File: src/rtl/intersection_pkg.sv
// rtl/intersection_pkg.sv - shared states, serve ids and lamp encodings for the intersection sequencer
package intersection_pkg;

    typedef enum logic [2:0] {
        ST_ALL_RED     = 3'd0,
        ST_MAIN_GREEN  = 3'd1,
        ST_MAIN_YELLOW = 3'd2,
        ST_SIDE_GREEN  = 3'd3,
        ST_SIDE_YELLOW = 3'd4,
        ST_PED_WALK    = 3'd5,
        ST_PED_CLEAR   = 3'd6
    } state_t;

    typedef enum logic [1:0] {
        MAIN = 2'd0,
        SIDE = 2'd1,
        PED  = 2'd2
    } serve_t;

    localparam logic [2:0] LAMP_RED      = 3'b100;
    localparam logic [2:0] LAMP_YELLOW   = 3'b010;
    localparam logic [2:0] LAMP_GREEN    = 3'b001;
    localparam logic [2:0] PED_DONT_WALK = 3'b100;
    localparam logic [2:0] PED_FLASH     = 3'b010;
    localparam logic [2:0] PED_WALK      = 3'b001;

    // A car head is green/yellow only in its own two states, red everywhere else.
    function automatic logic [2:0] car_lamp(input state_t s, input state_t g, input state_t y);
        if (s == g)      return LAMP_GREEN;
        else if (s == y) return LAMP_YELLOW;
        else             return LAMP_RED;
    endfunction

    function automatic logic [2:0] ped_lamp(input state_t s);
        if (s == ST_PED_WALK)       return PED_WALK;
        else if (s == ST_PED_CLEAR) return PED_FLASH;
        else                        return PED_DONT_WALK;
    endfunction

endpackage

File: src/rtl/phase_timer.sv
// rtl/phase_timer.sv - tick-enabled 8-bit phase down-counter with load and zero flag
module phase_timer #(
    parameter logic [7:0] RESET_VAL = 8'd0
) (
    input  logic       i_clk,
    input  logic       i_rst_n,
    input  logic       i_tick,
    input  logic       i_load,
    input  logic [7:0] i_load_val,
    output logic       o_done
);

    logic [7:0] r_count;

    // Load beats tick; the counter parks at zero so it can never wrap.
    always_ff @(posedge i_clk or negedge i_rst_n) begin
        if (!i_rst_n)
            r_count <= RESET_VAL;
        else if (i_load)
            r_count <= i_load_val;
        else if (i_tick && (r_count != 8'd0))
            r_count <= r_count - 8'd1;
    end

    assign o_done = (r_count == 8'd0);

endmodule

File: src/rtl/intersection_sequencer.sv
// rtl/intersection_sequencer.sv - main/side/pedestrian traffic light sequencer with round-robin service
module intersection_sequencer
    import intersection_pkg::*;
#(
    parameter int MIN_GREEN  = 8,
    parameter int YELLOW     = 3,
    parameter int ALLRED     = 1,
    parameter int SIDE_GREEN = 6,
    parameter int WALK       = 5,
    parameter int CLEAR      = 3
) (
    input  logic       clk,
    input  logic       reset,
    input  logic       tick,
    input  logic       ped_btn,
    input  logic       side_sensor,
    output logic [2:0] main_light,
    output logic [2:0] side_light,
    output logic [2:0] ped_light,
    output logic       ped_wait
);

    if (MIN_GREEN < 1 || MIN_GREEN > 255 || YELLOW < 1 || YELLOW > 255 ||
        ALLRED < 1 || ALLRED > 255 || SIDE_GREEN < 1 || SIDE_GREEN > 255 ||
        WALK < 1 || WALK > 255 || CLEAR < 1 || CLEAR > 255) begin : g_bad_duration
        $error("intersection_sequencer: every duration parameter must lie in 1..255");
    end

    state_t     r_state;
    serve_t     r_next_srv;
    serve_t     r_last_served;
    logic       r_ped_req;
    logic       r_side_req;

    state_t     w_state_nxt;
    serve_t     w_pick;
    logic       w_done;
    logic       w_exit;
    logic       w_load;
    logic [7:0] w_load_val;
    logic       w_enter_walk;
    logic       w_enter_side;

    function automatic logic [7:0] dur_m1(input state_t s);
        case (s)
            ST_MAIN_GREEN:  return 8'(MIN_GREEN - 1);
            ST_MAIN_YELLOW: return 8'(YELLOW - 1);
            ST_SIDE_GREEN:  return 8'(SIDE_GREEN - 1);
            ST_SIDE_YELLOW: return 8'(YELLOW - 1);
            ST_PED_WALK:    return 8'(WALK - 1);
            ST_PED_CLEAR:   return 8'(CLEAR - 1);
            default:        return 8'(ALLRED - 1);
        endcase
    endfunction

    // Both waiting: serve whoever did not go last.
    always_comb begin
        w_pick = r_next_srv;
        if (r_ped_req && r_side_req)
            w_pick = (r_last_served == SIDE) ? PED : SIDE;
        else if (r_ped_req)
            w_pick = PED;
        else if (r_side_req)
            w_pick = SIDE;
    end

    assign w_exit = tick && w_done;

    always_comb begin
        w_state_nxt = r_state;
        case (r_state)
            ST_ALL_RED: begin
                if (w_exit) begin
                    case (r_next_srv)
                        SIDE:    w_state_nxt = ST_SIDE_GREEN;
                        PED:     w_state_nxt = ST_PED_WALK;
                        default: w_state_nxt = ST_MAIN_GREEN;
                    endcase
                end
            end
            ST_MAIN_GREEN:  if (w_exit && (r_ped_req || r_side_req)) w_state_nxt = ST_MAIN_YELLOW;
            ST_MAIN_YELLOW: if (w_exit) w_state_nxt = ST_ALL_RED;
            ST_SIDE_GREEN:  if (w_exit) w_state_nxt = ST_SIDE_YELLOW;
            ST_SIDE_YELLOW: if (w_exit) w_state_nxt = ST_ALL_RED;
            ST_PED_WALK:    if (w_exit) w_state_nxt = ST_PED_CLEAR;
            ST_PED_CLEAR:   if (w_exit) w_state_nxt = ST_ALL_RED;
            default:        w_state_nxt = ST_ALL_RED;
        endcase
    end

    assign w_load       = (w_state_nxt != r_state);
    assign w_load_val   = dur_m1(w_state_nxt);
    assign w_enter_walk = w_load && (w_state_nxt == ST_PED_WALK);
    assign w_enter_side = w_load && (w_state_nxt == ST_SIDE_GREEN);

    phase_timer #(
        .RESET_VAL (8'(ALLRED - 1))
    ) u_phase_timer (
        .i_clk      (clk),
        .i_rst_n    (reset),
        .i_tick     (tick),
        .i_load     (w_load),
        .i_load_val (w_load_val),
        .o_done     (w_done)
    );

    // Serving a request clears it even if the input is still asserted that cycle.
    always_ff @(posedge clk or negedge reset) begin
        if (!reset) begin
            r_state       <= ST_ALL_RED;
            r_next_srv    <= MAIN;
            r_last_served <= SIDE;
            r_ped_req     <= 1'b0;
            r_side_req    <= 1'b0;
        end else begin
            r_state <= w_state_nxt;

            if (w_enter_walk)
                r_ped_req <= 1'b0;
            else if (ped_btn && (r_state != ST_PED_WALK) && (r_state != ST_PED_CLEAR))
                r_ped_req <= 1'b1;

            if (w_enter_side)
                r_side_req <= 1'b0;
            else if (side_sensor && (r_state != ST_SIDE_GREEN) && (r_state != ST_SIDE_YELLOW))
                r_side_req <= 1'b1;

            if (r_state == ST_MAIN_GREEN && w_load)
                r_next_srv <= w_pick;
            else if (w_enter_walk || w_enter_side)
                r_next_srv <= MAIN;

            if (w_enter_walk)
                r_last_served <= PED;
            else if (w_enter_side)
                r_last_served <= SIDE;
        end
    end

    assign main_light = car_lamp(r_state, ST_MAIN_GREEN, ST_MAIN_YELLOW);
    assign side_light = car_lamp(r_state, ST_SIDE_GREEN, ST_SIDE_YELLOW);
    assign ped_light  = ped_lamp(r_state);
    assign ped_wait   = r_ped_req;

endmodule

File: config.mk
export PLATFORM = sky130hd
export DESIGN_NAME = intersection_sequencer
export DESIGN_NICKNAME = d
export VERILOG_FILES = /design/src/rtl/intersection_pkg.sv /design/src/rtl/phase_timer.sv /design/src/rtl/intersection_sequencer.sv
export SDC_FILE = /design/constraint.sdc
export NUM_CORES = 1
export LEC_CHECK = 0
export CAP_MARGIN = 15
export CORE_AREA = 2 2 52 54
export CTS_BUF_LIST = sky130_fd_sc_hd__clkbuf_2 sky130_fd_sc_hd__clkbuf_4 sky130_fd_sc_hd__clkbuf_8
export DETAILED_ROUTE_END_ITERATION = 6
export DIE_AREA = 0 0 54 56
export GPL_TIMING_DRIVEN = 0
export PLACE_DENSITY = 0.77
export SLEW_MARGIN = 20
export SYNTH_ARGS = -nofsm -noshare
export SYNTH_HDL_FRONTEND = slang
export SYNTH_HIERARCHICAL = 1
export SYNTH_SLANG_ARGS = --single-unit
File: constraint.sdc
create_clock -name clk -period 3.4 [get_ports clk]
set_input_delay 0.51 -clock clk [delete_from_list [all_inputs] [get_ports clk]]
set_output_delay 0.51 -clock clk [all_outputs]
set_load 0.005 [all_outputs]
## After elaboration in Yosys (flattened, before gate mapping)

Index checks and enable logic that the tools add are counted.

| operators by class | value |
|---|---|
| add/subtract/negate cells | 1 |
| equal/unequal tests | 21 |
| muxes and demuxes | 28 |
| reductions and logical operators | 24 |

Operators with widths:

| kind | number |
|---|---|
| $mux W3 | 11 |
| $eq A3 B3 Y1 const B | 6 |
| $mux W2 | 8 |
| $mux W8 | 2 |
| $pmux W3 S5 | 1 |
| $eq A3 B2 Y1 const B | 4 |
| $pmux W3 S4 | 1 |
| $logic_and A1 B1 Y1 | 11 |
| $reduce_bool A2 Y1 | 5 |
| $ne A3 B3 Y1 const B | 3 |
| $logic_not A8 Y1 | 1 |
| $reduce_bool A8 Y1 | 1 |
| $sub A8 B1 Y8 const B | 1 |
| $eq A3 B1 Y1 const B | 2 |
| $pmux W3 S2 | 1 |
| $reduce_or A3 Y1 | 2 |
| $eq A2 B1 Y1 const B | 2 |
| $mux W1 | 4 |
| $ne A4 B4 Y1 const B | 1 |
| $logic_not A3 Y1 | 1 |
| $ne A3 B2 Y1 const B | 1 |
| $ne A3 B3 Y1 | 1 |
| $eq A2 B2 Y1 const B | 1 |
| $logic_or A1 B1 Y1 | 2 |
| $reduce_and A2 Y1 | 1 |

| storage, ports and cells | value |
|---|---|
| register bits | 17 |
| bits of input ports | 5 |
| output and inout bits | 10 |
| word-level logic and storage cells | 80 |

## Longest topological paths before layout

Gate-level depths: netlist (run 1).

| depth | value |
|---|---|
| depth after elaboration | 10 |
| depth in mapped cells | 12 |
| gate-level depth less buffers | 11 |

## Modules after synthesis

The synthesis (run 1) kept the hierarchy.

Modules (own cells, without submodules):

| module | instances | cells each | area each (µm²) | seq. area each (µm²) |
|---|---|---|---|---|
| intersection_sequencer | 1 | 68 | 645.6 | 226.5 |
| phase_timer | 1 | 58 | 528.0 | 200.2 |

## Least setup slack after synthesis (run 1)

OpenSTA, ideal clock, no wires.

| timing | value |
|---|---|
| path type | register to register |
| from | register u_phase_timer.r_count[0] |
| to | register u_phase_timer.r_count[7] |
| setup time | 0.126 ns |
| data arrival time | 2.619 ns |
| data required time | 3.274 ns |
| path slack | 0.655 ns |
| cell stages (with the launch flop) | 12 |
| buffers on the path | 0 |
| period minus slack after synthesis | 2.745 ns |
| path through | dfrtp_1 > inv_1 > ha_1 > or3b_2 > nor2_1 > nand2_4 > a21oi_1 > nor2_1 > a21oi_1 > clkinv_1 > o311a_1 > a221o_1 |

| on the way | value |
|---|---|
| cells in the longest elaborated chain, start to end | 7 |
| elaborated cells on any way between the ends | 16 |
| those cells by class | 1 x add/sub; 1 x eq/ne; 8 x mux; 6 x reduce/logical |

RTL lines:

| element | RTL line | RTL |
|---|---|---|
| start: declaration | phase_timer.sv:13 | `logic [7:0] r_count;` |
| start signal: assignment | phase_timer.sv:20 | `r_count <= i_load_val;` |
| start signal: assignment | phase_timer.sv:22 | `r_count <= r_count - 8'd1;` |
| $logic_not A8 Y1 * | phase_timer.sv:25 | `assign o_done = (r_count == 8'd0);` |
| net w_done | intersection_sequencer.sv:37 | `logic w_done;` |
| $logic_and A1 B1 Y1 * | intersection_sequencer.sv:67 | `assign w_exit = tick && w_done;` |
| $logic_and A1 B1 Y1 | intersection_sequencer.sv:81 | `ST_MAIN_GREEN: if (w_exit && (r_ped_req \|\| r_side_req)) w_state_nxt = ST_MAIN_YELLOW;` |
| $mux W3 | intersection_sequencer.sv:81 |  |
| $pmux W3 S5 * | intersection_sequencer.sv:71 | `case (r_state)` |
| $ne A3 B3 Y1 * | intersection_sequencer.sv:91 | `assign w_load = (w_state_nxt != r_state);` |
| net w_load | intersection_sequencer.sv:39 | `logic w_load;` |
| $mux W8 / $reduce_bool A2 Y1 (equally long branches) | -- |  |

The timed path passes the listed nets; every way through them passes the cells marked *. The select of a mux whose other input is x is not followed.
A chain may end at the register's enable or synchronous reset.

## Worst setup path in the final report (run 1)

| timing | value |
|---|---|
| from | register u_phase_timer.r_count[0] |
| to | register u_phase_timer.r_count[1] |

Same word-level chain as after synthesis.

==> impl_metrics.py, run 1 <==
metrics = {
    "global_routing": {
        "grt_pass1_vias": 1025,
        "grtUsageMet1_pct": 31.0,
        "grt_pass1_wl_microns": 4630,
        "overflow": 0,
        "top_usage_layer": "met1",
        "use_met3_pct": 2.42,
        "grtUsageTotal_pct": 20.0,
        "use_met2_pct": 28.4,
        "antenna_found_initial": 0,
        "grt_max_degree": 18,
    },
    "clocking": {
        "holdBufCountCts": 0,
        "clkSlewWorstSetupHoldPaths_ps": 100,
        "htree_num_levels": 1,
        "cts.sinks": 17,
        "clock_path_buffers": 2,
        "cts_inserted_buffers": 3,
        "clock-root-buffer": "clkbuf_4",
        "clk_latency_ps": 290,
        "ctsResizeCount": 0,
        "cts_setup_buffers": 0,
        "cts_tree": "yes",
    },
    "synthesis": {
        "synthXorXnorAreaFrac_pct": 0.746,
        "synthSimpleGateAreaFrac_pct": 33.2,
        "synth.avg_cell_area_sq_um": 9.31,
        "synth_top_area_share_pct": 34.1,
        "synth_top_family_by_area": "simple AND/OR/NAND/NOR gates",
        "yosysWarningCount": 6,
        "yosys-top-cells-area": "dfrtp_1 (34%), nor2_1 (4.5%), a21oi_1 (4.3%)",
        "synthMuxAreaShare_pct": 0,
        "yosysTopAreaCell": "dfrtp_1",
        "yosysSeqAreaShare_pct": 36.4,
        "synth-edff-count": 0,
        "synth_top_flop_cell": "dfrtp_1",
        "synth.distinct_cells": 55,
        "async_flop_share_pct": 100,
        "synth_compound_area_share_pct": 22.9,
        "syn-instance-count": 126,
        "ys_ff_latch": 17,
        "netlist_area_sq_mm": 0.00117,
        "synthAdderAreaFrac_pct": 2.13,
    },
    "setup_path": {
        "worstReg2RegStart": "u_phase_timer/r_count[0]",
        "crit_arrival_ps": 3290,
        "r2r-end": "u_phase_timer/r_count[1]",
        "r2r_cells": 12,
        "worstPathMaxFanout": 10,
        "r2r_slack_ps": 280,
        "worst_setup_path_start_kind": "flip-flop",
        "required_ps": 3570,
        "path_class": "reg -> reg",
        "worst_setup_path_end_kind": "flip-flop",
    },
    "power": {
        "power_density_mw_per_mm2": 626,
        "p_leak_nw": 0.558,
        "ir_drop_uv": 470,
    },
    "die": {
        "start_util_pct": 48.3,
        "dieArea_sq_mm": 0.00302,
        "num_rows": 18,
        "top_level_ports": 15,
        "core_sq_mm": 0.00243,
        "die_w_microns": 54,
        "dieHeight_microns": 56,
    },
    "min_path": {
        "hold_path_end": "r_last_served[0]",
        "hold_class": "reg -> reg",
        "hp-start": "r_last_served[0]",
        "whs_path_depth": 2,
    },
    "placed_design": {
        "io_buffer_count": 14,
        "gp_congestion": 0.795,
        "post-dp-hpwl_microns": 1930,
        "dp.cells": 174,
    },
    "sta": {
        "period_share_pct": 91.7,
        "slew_violations": 0,
        "slew_headroom_pct": 49.2,
        "rsz0062_at_grt": "false",
        "hold_viol": 0,
        "period_minus_slack_ps": 3120,
        "skew_ps": 2.51,
        "max_freq_ghz": 0.321,
        "tightest_slew_ps": 759,
        "setup_tns_ps": 0,
        "finalSetupViolCount": 0,
    },
    "cells_and_area": {
        "antenna_cells": 0,
        "final_cell_mix": "dfrtp_1 (16), nor2_1 (14), clkdlybuf4s50_1 (14)",
        "layout_commonest_cell": "dfrtp_1",
        "nets": 156,
        "fin_cells": 178,
        "synthToLayoutAreaGrowth_pct": 18.9,
        "drive_above_1_share_pct": 17.6,
    },
    "routing": {
        "first_pass_iters": 4,
        "avgViaCountPerCell": 6.04,
        "drt_iter0_drc": 37,
        "ant_nets": 0,
        "vias": 1075,
        "wire_per_inst_microns": 14.9,
        "drc": 0,
        "wirelength_microns": 2650,
    },
    "outcome": {
        "status": "complete, no violations",
    },
    "job": {
        "drv_cap": 0,
    },
}
==> area by class of cell <==
class | count | area [sq um]
plain buffers | 5 | 37.5
inverters | 4 | 15.0
repair buffers | 14 | 140
clock buffers | 3 | 22.5
flip-flops and latches | 17 | 427
well taps | 30 | 37.5
fillers | 208 | 1040
clock inverters | 1 | 5.00
multi-input cells | 104 | 711
==> synthesized netlist by cell type, types with 2 or more instances <==
master,instances
nor3_1,3
nor2b_1,3
a31oi_1,2
nand2_1,8
nor3b_1,4
ha_1,2
nand4_1,3
or3_1,2
o21ai_0,4
or4_1,3
buf_6,2
buf_2,2
dfrtp_1,16
nand3_1,3
a21oi_1,10
and2_1,2
a221o_1,4
nor2_1,14
inv_1,3
==> registers in the layout, indices dropped and copies added (netlist names) <==
| name | flops |
|---|---|
| u_phase_timer/r_count | 8 |
| r_state | 3 |
| r_last_served | 2 |
| r_next_srv | 2 |
| ped_wait | 1 |
| r_side_req | 1 |
==> per-layer routing <==
layer	part of all wire, %	up-vias	wire length (microns)
met4	0.72	0	19
met2	45	34	1190
li1	-	513	-
met5	0	-	0
met1	50	526	1320
met3	4.8	2	127
==> critical path, cell delays in order, from the launching register on <==
cell and delay (ps):
dfrtp_1 420, inv_1 110, ha_1 200, or3b_2 490, nor2_1 360, nand2_4 170
a21oi_1 150, nor2_1 50, a21oi_1 410, clkbuf_2 320, nor3b_1 80, a21oi_1 130
nand3_1 100
==> where the power goes <==
part           total [mW]  internal (mW)  leakage [nW]  switching (mW)
Sequential          0.332          0.261         0.202          0.0710
Clock               0.109         0.0437        0.0177          0.0654
Combinational       0.432          0.209         0.338           0.223
==> per-stage QoR <==
stage / area (sq um) / hold WS [ps] / power, mW / utilization [%] / setup slack, ps
3_5_place_dp: 1370 / 474 / 0.761 / 56.2 / 151
5_1_grt: 1400 / 504 / 0.942 / 57.4 / 10.2
4_1_cts: 1390 / 492 / 0.872 / 57.3 / 116
6_report: 1400 / 494 / 0.873 / 57.4 / 283
3_3_place_gp: 1370 / 469 / 0.736 / 56.2 / 180
2_1_floorplan: 1190 / 214 / 0.622 / - / 655
==> worst max path at each step <==
stage | startpoint | endpoint
finish | u_phase_timer/r_count[0] | u_phase_timer/r_count[1]
global route | u_phase_timer/r_count[0] | u_phase_timer/r_count[0]
CTS | u_phase_timer/r_count[0] | u_phase_timer/r_count[7]
detailed placement | u_phase_timer/r_count[0] | u_phase_timer/r_count[7]
global placement | u_phase_timer/r_count[0] | u_phase_timer/r_count[7]
floorplan | u_phase_timer/r_count[0] | u_phase_timer/r_count[7]
==> cells by family (layout without fill, tap and decap cells) <==
family          Yosys count  count (layout)
simple gates             60              60
compound gates           36              36
flops                    17              17
buf+inv                   9              27
fa+ha+maj                 2               2
other cells               1               5
xor+xnor                  1               1
(Power assumes the default switching activity.)
==> run 2, diff against run 1 <==
--- a/config.mk
+++ b/config.mk
@@ -6,14 +6,13 @@
 export NUM_CORES = 1
 export LEC_CHECK = 0
 export CAP_MARGIN = 15
-export CORE_AREA = 2 2 52 54
+export CORE_AREA = 2 2 49 51
 export CTS_BUF_LIST = sky130_fd_sc_hd__clkbuf_2 sky130_fd_sc_hd__clkbuf_4 sky130_fd_sc_hd__clkbuf_8
 export DETAILED_ROUTE_END_ITERATION = 6
-export DIE_AREA = 0 0 54 56
+export DIE_AREA = 0 0 51 53
 export GPL_TIMING_DRIVEN = 0
-export PLACE_DENSITY = 0.77
+export PLACE_DENSITY = 0.79
 export SLEW_MARGIN = 20
 export SYNTH_ARGS = -nofsm -noshare
 export SYNTH_HDL_FRONTEND = slang
-export SYNTH_HIERARCHICAL = 1
 export SYNTH_SLANG_ARGS = --single-unit
==> run 2 against run 1 <==
Critical path depth down 5. Synthesized cell count down 9.5%. Area after synthesis down 10%. Count of clock-buffer cells in the layout up 1. Fmax up 17%. Final cell count down 10%. Clock skew up 3.5 ps. Register-to-register slack better by 540 ps. First-iteration DRC count down 38%. Non-clock buffer count down 1. Die area down 11%. Flip-flop and latch count unchanged. Critical endpoint is now r_next_srv[0].
==> impl_metrics.py, run 2 <==
metrics = {
    "job": {
        "drv_cap": 0,
    },
    "sta": {
        "period_share_pct": 78.1,
        "hold_viol": 0,
        "finalSetupViolCount": 0,
        "setup_tns_ps": 0,
        "max_freq_ghz": 0.376,
        "rsz0062_at_grt": "false",
        "period_minus_slack_ps": 2660,
        "tightest_slew_ps": 758,
        "slew_violations": 0,
        "skew_ps": 6.01,
        "slew_headroom_pct": 49.3,
    },
    "clocking": {
        "cts_tree": "yes",
        "clock_path_buffers": 2,
        "cts_setup_buffers": 0,
        "ctsResizeCount": 0,
        "holdBufCountCts": 0,
        "cts_inserted_buffers": 3,
        "htree_num_levels": 1,
        "clock-root-buffer": "clkbuf_4",
        "cts.sinks": 17,
        "clk_latency_ps": 300,
        "clkSlewWorstSetupHoldPaths_ps": 100,
    },
    "placed_design": {
        "dp.cells": 156,
        "post-dp-hpwl_microns": 1700,
        "io_buffer_count": 14,
        "gp_congestion": 0.860,
    },
    "setup_path": {
        "worstReg2RegStart": "u_phase_timer.r_count[0]",
        "worstPathMaxFanout": 10,
        "r2r-end": "r_next_srv[0]",
        "r2r_slack_ps": 820,
        "cp.depth": 7,
        "path_cells": "clkdlybuf4s50_1, or4bb_1, nor2_1, a21oi_1, a21oi_2, and2_1, mux2i_1",
        "endpoint": "r_next_srv[0]",
        "worst_path_max_delay_cell": "or4bb_1",
        "crit_start": "tick",
        "crit_arrival_ps": 2870,
        "worst_setup_path_end_kind": "flip-flop",
        "critPathTopFamily": "simple AND/OR/NAND/NOR gates",
        "worst_setup_path_start_kind": "input pin",
        "required_ps": 3620,
        "crit_buf_inv": 1,
        "max_stage_delay_ps": 570,
        "path_class": "in -> reg",
        "r2r_cells": 8,
    },
    "cells_and_area": {
        "nets": 140,
        "antenna_cells": 0,
        "largestRegisters": "u_phase_timer.r_count x8, r_state x3",
        "drive_above_1_share_pct": 12.1,
        "fin_cells": 160,
        "layout_commonest_cell": "nor2_1",
        "final_cell_mix": "nor2_1 (17), dfrtp_1 (16), clkdlybuf4s50_1 (14)",
        "largest_reg_flops": 8,
        "synthToLayoutAreaGrowth_pct": 19.4,
        "top_register": "u_phase_timer.r_count",
    },
    "synthesis": {
        "yosysWarningCount": 0,
        "synth_top_area_share_pct": 37.9,
        "synthTopCellsByCount": "nor2_1 (17), dfrtp_1 (16), a21oi_1 (9)",
        "syn-instance-count": 114,
        "yosysTopAreaCell": "dfrtp_1",
        "yosysSeqAreaShare_pct": 40.4,
        "synth_top_flop_cell": "dfrtp_1",
        "ys_ff_latch": 17,
        "synth_most_common_cell": "nor2_1",
        "synth.avg_cell_area_sq_um": 9.26,
        "syn_nets": 121,
        "yosys-top-cells-area": "dfrtp_1 (38%), nor2_1 (6.0%), a21oi_1 (4.3%)",
        "synth-edff-count": 0,
        "async_flop_share_pct": 100,
        "netlist_area_sq_mm": 0.00106,
        "synth.distinct_cells": 41,
    },
    "die": {
        "start_util_pct": 49.2,
        "core_sq_mm": 0.00215,
        "top_level_ports": 15,
        "dieHeight_microns": 53,
        "die_w_microns": 51,
        "num_rows": 17,
        "dieArea_sq_mm": 0.00270,
    },
    "global_routing": {
        "overflow": 0,
        "grt_pass1_vias": 829,
        "antenna_found_initial": 0,
        "grtUsageTotal_pct": 20.0,
        "grt_pass1_wl_microns": 3830,
        "grt_max_degree": 18,
    },
    "routing": {
        "avgViaCountPerCell": 5.52,
        "drt_iter0_drc": 23,
        "first_pass_iters": 4,
        "vias": 883,
        "drc": 0,
        "wirelength_microns": 2230,
        "ant_nets": 0,
        "wire_per_inst_microns": 13.9,
    },
    "power": {
        "ir_drop_uv": 379,
        "p_leak_nw": 0.523,
        "power_density_mw_per_mm2": 645,
    },
    "outcome": {
        "status": "complete, no violations",
    },
    "min_path": {
        "hold_class": "reg -> reg",
        "hp-start": "r_last_served[1]",
    },
}
## run 2: worst reg2reg max path: stages, from the launching register on
cell     delay (ps)
dfrtp_1         410
inv_1           120
ha_1            190
or4bb_1         480
nor2_1          280
a21oi_1         130
a21oi_2         390
and2_1          250
mux2i_1         250
## run 2: stage by stage
step	worst slack [ps]	total power, mW	utilization [%]	hold slack (ps)	cell area [sq um]
floorplan	1220	0.573	-	214	1060
global placement	560	0.681	57.3	456	1230
detailed placement	436	0.695	57.3	467	1230
CTS	743	0.815	58.7	489	1260
global route	587	0.880	58.7	518	1260
finish	744	0.814	58.7	491	1260
## run 2: layout make-up
cell class | instances | area (sq um)
clock buffer | 4 | 30.0
buffer | 4 | 31.3
multi-input combinational | 86 | 572
fill | 185 | 887
tap | 28 | 35.0
timing repair buffer | 14 | 140
inverter | 7 | 26.3
sequential | 17 | 427
## run 2: per-layer routing
layer	share of wire [%]	global-route usage, %	up-vias	wire length (microns)
met4	3.2	13.5	0	71
met5	0	0	-	0
li1	-	-	439	-
met3	4.7	3.95	7	105
met1	46	26.2	411	1030
met2	46	29.9	26	1030
## run 2: how the worst min path moves through the flow
stage          slack [ps]          endpoint  cells after the start
2_1_floorplan         210          ped_wait                      0
3_3_place_gp          460  r_last_served[1]                      2
3_5_place_dp          470  r_last_served[1]                      2
4_1_cts               490  r_last_served[1]                      2
5_1_grt               520  r_last_served[1]                      2
6_report              490  r_last_served[1]                      2
## run 2: where the power goes
group,switching (mW),total [mW],internal (mW)
Sequential,0.0696,0.332,0.263
Combinational,0.179,0.361,0.182
Clock,0.0660,0.120,0.0538
## run 2: cells by family (layout without fill, tap and decap cells)
group                      count (synthesis)  count (layout)  synth area share (%)
DFF                                       17              17                  40.4
adders and majority gates                  2               2                  2.37
AOI/OAI and AO/OA                         24              24                  16.9
and+or+nand+nor                           52              52                  28.1
muxes                                      1               1                 0.948
buffers and inverters                     11              29                  5.45
xor gates and xnor gates                   7               7                  5.81
==> run 3, diff against run 2 <==
==> constraint.sdc (replaced) <==
create_clock -name clk -period 2.5 [get_ports clk]
set_input_delay 0.375 -clock clk [delete_from_list [all_inputs] [get_ports clk]]
set_output_delay 0.375 -clock clk [all_outputs]
set_load 0.005 [all_outputs]
==> run 3 against run 2 <==
Non-clock buffer count increased by 5. Total power increased by 43%. First-iteration DRC count up 110%. Flip-flop and latch count unchanged. Final area is 4.7% higher. Combinational power grew 51%. Hold slack got worse by 2.3 ps. Register-to-register slack worse by 710 ps. Critical endpoint is now u_phase_timer.r_count[1]. Largest cell class unchanged.
==> impl_metrics.py, run 3 (synthesized netlist as in run 2, its figures left out) <==
metrics = {
    "power": {
        "p_int_mw": 0.709,
        "ir_drop_uv": 522,
        "p_leak_nw": 0.549,
        "switchingPower_mw": 0.451,
        "switching_share_pct": 38.9,
        "power_frac_clock_pct": 14.0,
        "power_frac_seq_pct": 39.1,
        "power_density_mw_per_mm2": 878,
        "pwr-share-comb_pct": 46.9,
    },
    "routing": {
        "wire_per_inst_microns": 14.9,
        "wl_met1_microns": 1100,
        "first_pass_iters": 4,
        "wl_met2_microns": 1180,
        "avgViaCountPerCell": 5.58,
        "top_layer_used": "met4",
        "ant_nets": 0,
        "wirelength_microns": 2460,
        "drc": 0,
        "vias": 921,
        "drt_iter0_drc": 48,
        "dr_wl_met3_microns": 129,
    },
    "setup_path": {
        "worst_setup_path_end_kind": "flip-flop",
        "path_cells": "inv_2, ha_2, or4bb_4, or2_1, buf_6, nor4_4, o21bai_4, xnor2_1, a21oi_1",
        "crit_arrival_ps": 2580,
        "worst_setup_path_start_kind": "flip-flop",
        "max_stage_delay_ps": 450,
        "r2r_slack_ps": 110,
        "worstReg2RegStart": "u_phase_timer.r_count[1]",
        "worst_path_max_delay_cell": "or4bb_4",
        "path_class": "reg -> reg",
        "r2r_cells": 9,
        "critPathTopFamily": "simple AND/OR/NAND/NOR gates",
        "required_ps": 2690,
        "crit_buf_inv": 2,
        "worstPathMaxFanout": 5,
        "r2r-end": "u_phase_timer.r_count[1]",
    },
    "placed_design": {
        "gp_congestion": 0.860,
        "post-dp-hpwl_microns": 1700,
        "pre_cts_slack_ps": -329,
        "io_buffer_count": 14,
        "place_area_sq_mm": 0.00123,
    },
    "cells_and_area": {
        "fill_cells": 178,
        "seqCellArea_sq_um": 427,
        "largest_reg_flops": 8,
        "antenna_cells": 0,
        "final_cell_mix": "nor2_1 (16), dfrtp_1 (16), clkdlybuf4s50_1 (14)",
        "multiInputGateArea_sq_um": 592,
        "drive_above_1_share_pct": 20.4,
        "final_area_sq_mm": 0.00132,
        "top_register": "u_phase_timer.r_count",
        "nets": 145,
        "largestRegisters": "u_phase_timer.r_count x8, r_state x3",
        "synthToLayoutAreaGrowth_pct": 25.0,
    },
    "die": {
        "dieArea_sq_mm": 0.00270,
        "start_util_pct": 49.2,
        "core_sq_mm": 0.00215,
        "num_rows": 17,
        "dieHeight_microns": 53,
        "top_level_ports": 15,
        "die_w_microns": 51,
    },
    "global_routing": {
        "overflow": 0,
        "grt_pass1_wl_microns": 3880,
        "antenna_found_initial": 0,
        "grtUsageTotal_pct": 20.3,
        "grt_max_degree": 18,
        "grt_pass1_vias": 830,
    },
    "min_path": {
        "whs_path_depth": 2,
        "hp-start": "r_last_served[1]",
        "hold_path_end": "r_last_served[1]",
        "hold_class": "reg -> reg",
    },
    "clocking": {
        "cts_tree": "yes",
        "htree_num_levels": 1,
        "cts_inserted_buffers": 3,
        "clkSlewWorstSetupHoldPaths_ps": 100,
        "holdBufCountCts": 0,
        "cts.sinks": 17,
        "clock_path_buffers": 2,
        "clk_latency_ps": 300,
        "clock-root-buffer": "clkbuf_4",
    },
    "sta": {
        "period_share_pct": 95.6,
        "finalSetupViolCount": 0,
        "max_freq_ghz": 0.418,
        "slew_violations": 0,
        "hold_viol": 0,
        "skew_ps": 4.63,
        "fin_ws_ps": 110,
        "period_minus_slack_ps": 2390,
        "tightest_slew_ps": 785,
        "slew_headroom_pct": 47.5,
    },
    "outcome": {
        "status": "complete, no violations",
    },
    "job": {
        "drv_cap": 0,
    },
}
## run 3: routing by layer
metal / global-route usage, % / vias to the layer above
li1: - / 452
met1: 26.5 / 428
met2: 30.5 / 34
met3: 3.95 / 7
met4: 13.5 / 0
met5: 0 / -
## run 3: what timing repair did
item	4_1_cts	5_1_grt
setup endpoints to repair	1	7
setup buffers	0	5
endpoints found under the hold margin	0	0
pin swaps	0	2
resized for setup	1	8
gates cloned	0	0
## run 3: worst max path at each step
stage,end,from,cells after the start,slack (ps)
after CTS,r_next_srv[0],u_phase_timer.r_count[0],8,20
after detailed placement,r_next_srv[0],tick,7,-330
after global placement,r_next_srv[0],tick,7,-200
after floorplan,r_next_srv[0],u_phase_timer.r_count[0],8,320
final,u_phase_timer.r_count[1],u_phase_timer.r_count[1],9,110
after global routing,u_phase_timer.r_count[1],u_phase_timer.r_count[0],9,-10
## run 3: metrics by stage
stage | hold slack (ps) | utilization [%] | setup TNS, ps | cells | total power [mW]
floorplan | 79.4 | - | 0 | 114 | 0.779
global placement | 456 | 57.3 | -544 | 156 | 0.927
detailed placement | 467 | 57.3 | -792 | 156 | 0.946
CTS | 489 | 59.1 | 0 | 160 | 1.11
global route | 518 | 61.4 | -13.2 | 165 | 1.25
finish | 488 | 61.4 | 0 | 165 | 1.16
## run 3: final cells by class
cell class              count  area share [%]
plain buffers               4            2.46
clock buffers               4            2.27
inverters                   7            1.99
multi-input cells          86            44.8
flip-flops and latches     17            32.3
well taps                  28            2.65
repair buffers             19            13.5
## run 3: worst reg2reg max path, stage by stage, from the launching register on
cell      delay (ps)
dfrtp_1          420
inv_2             80
ha_2             170
or4bb_4          450
or2_1            230
buf_6            140
nor4_4           370
o21bai_4         210
xnor2_1          130
a21oi_1           80
## run 3: power by group through the flow
stage | Sequential, mW | Clock (mW) | Combinational (mW)
final | 0.453 | 0.162 | 0.544
after global routing | 0.464 | 0.178 | 0.608
after CTS | 0.449 | 0.165 | 0.498
after detailed placement | 0.455 | 0 | 0.491
after global placement | 0.449 | 0 | 0.477
after floorplan | 0.434 | 0 | 0.345
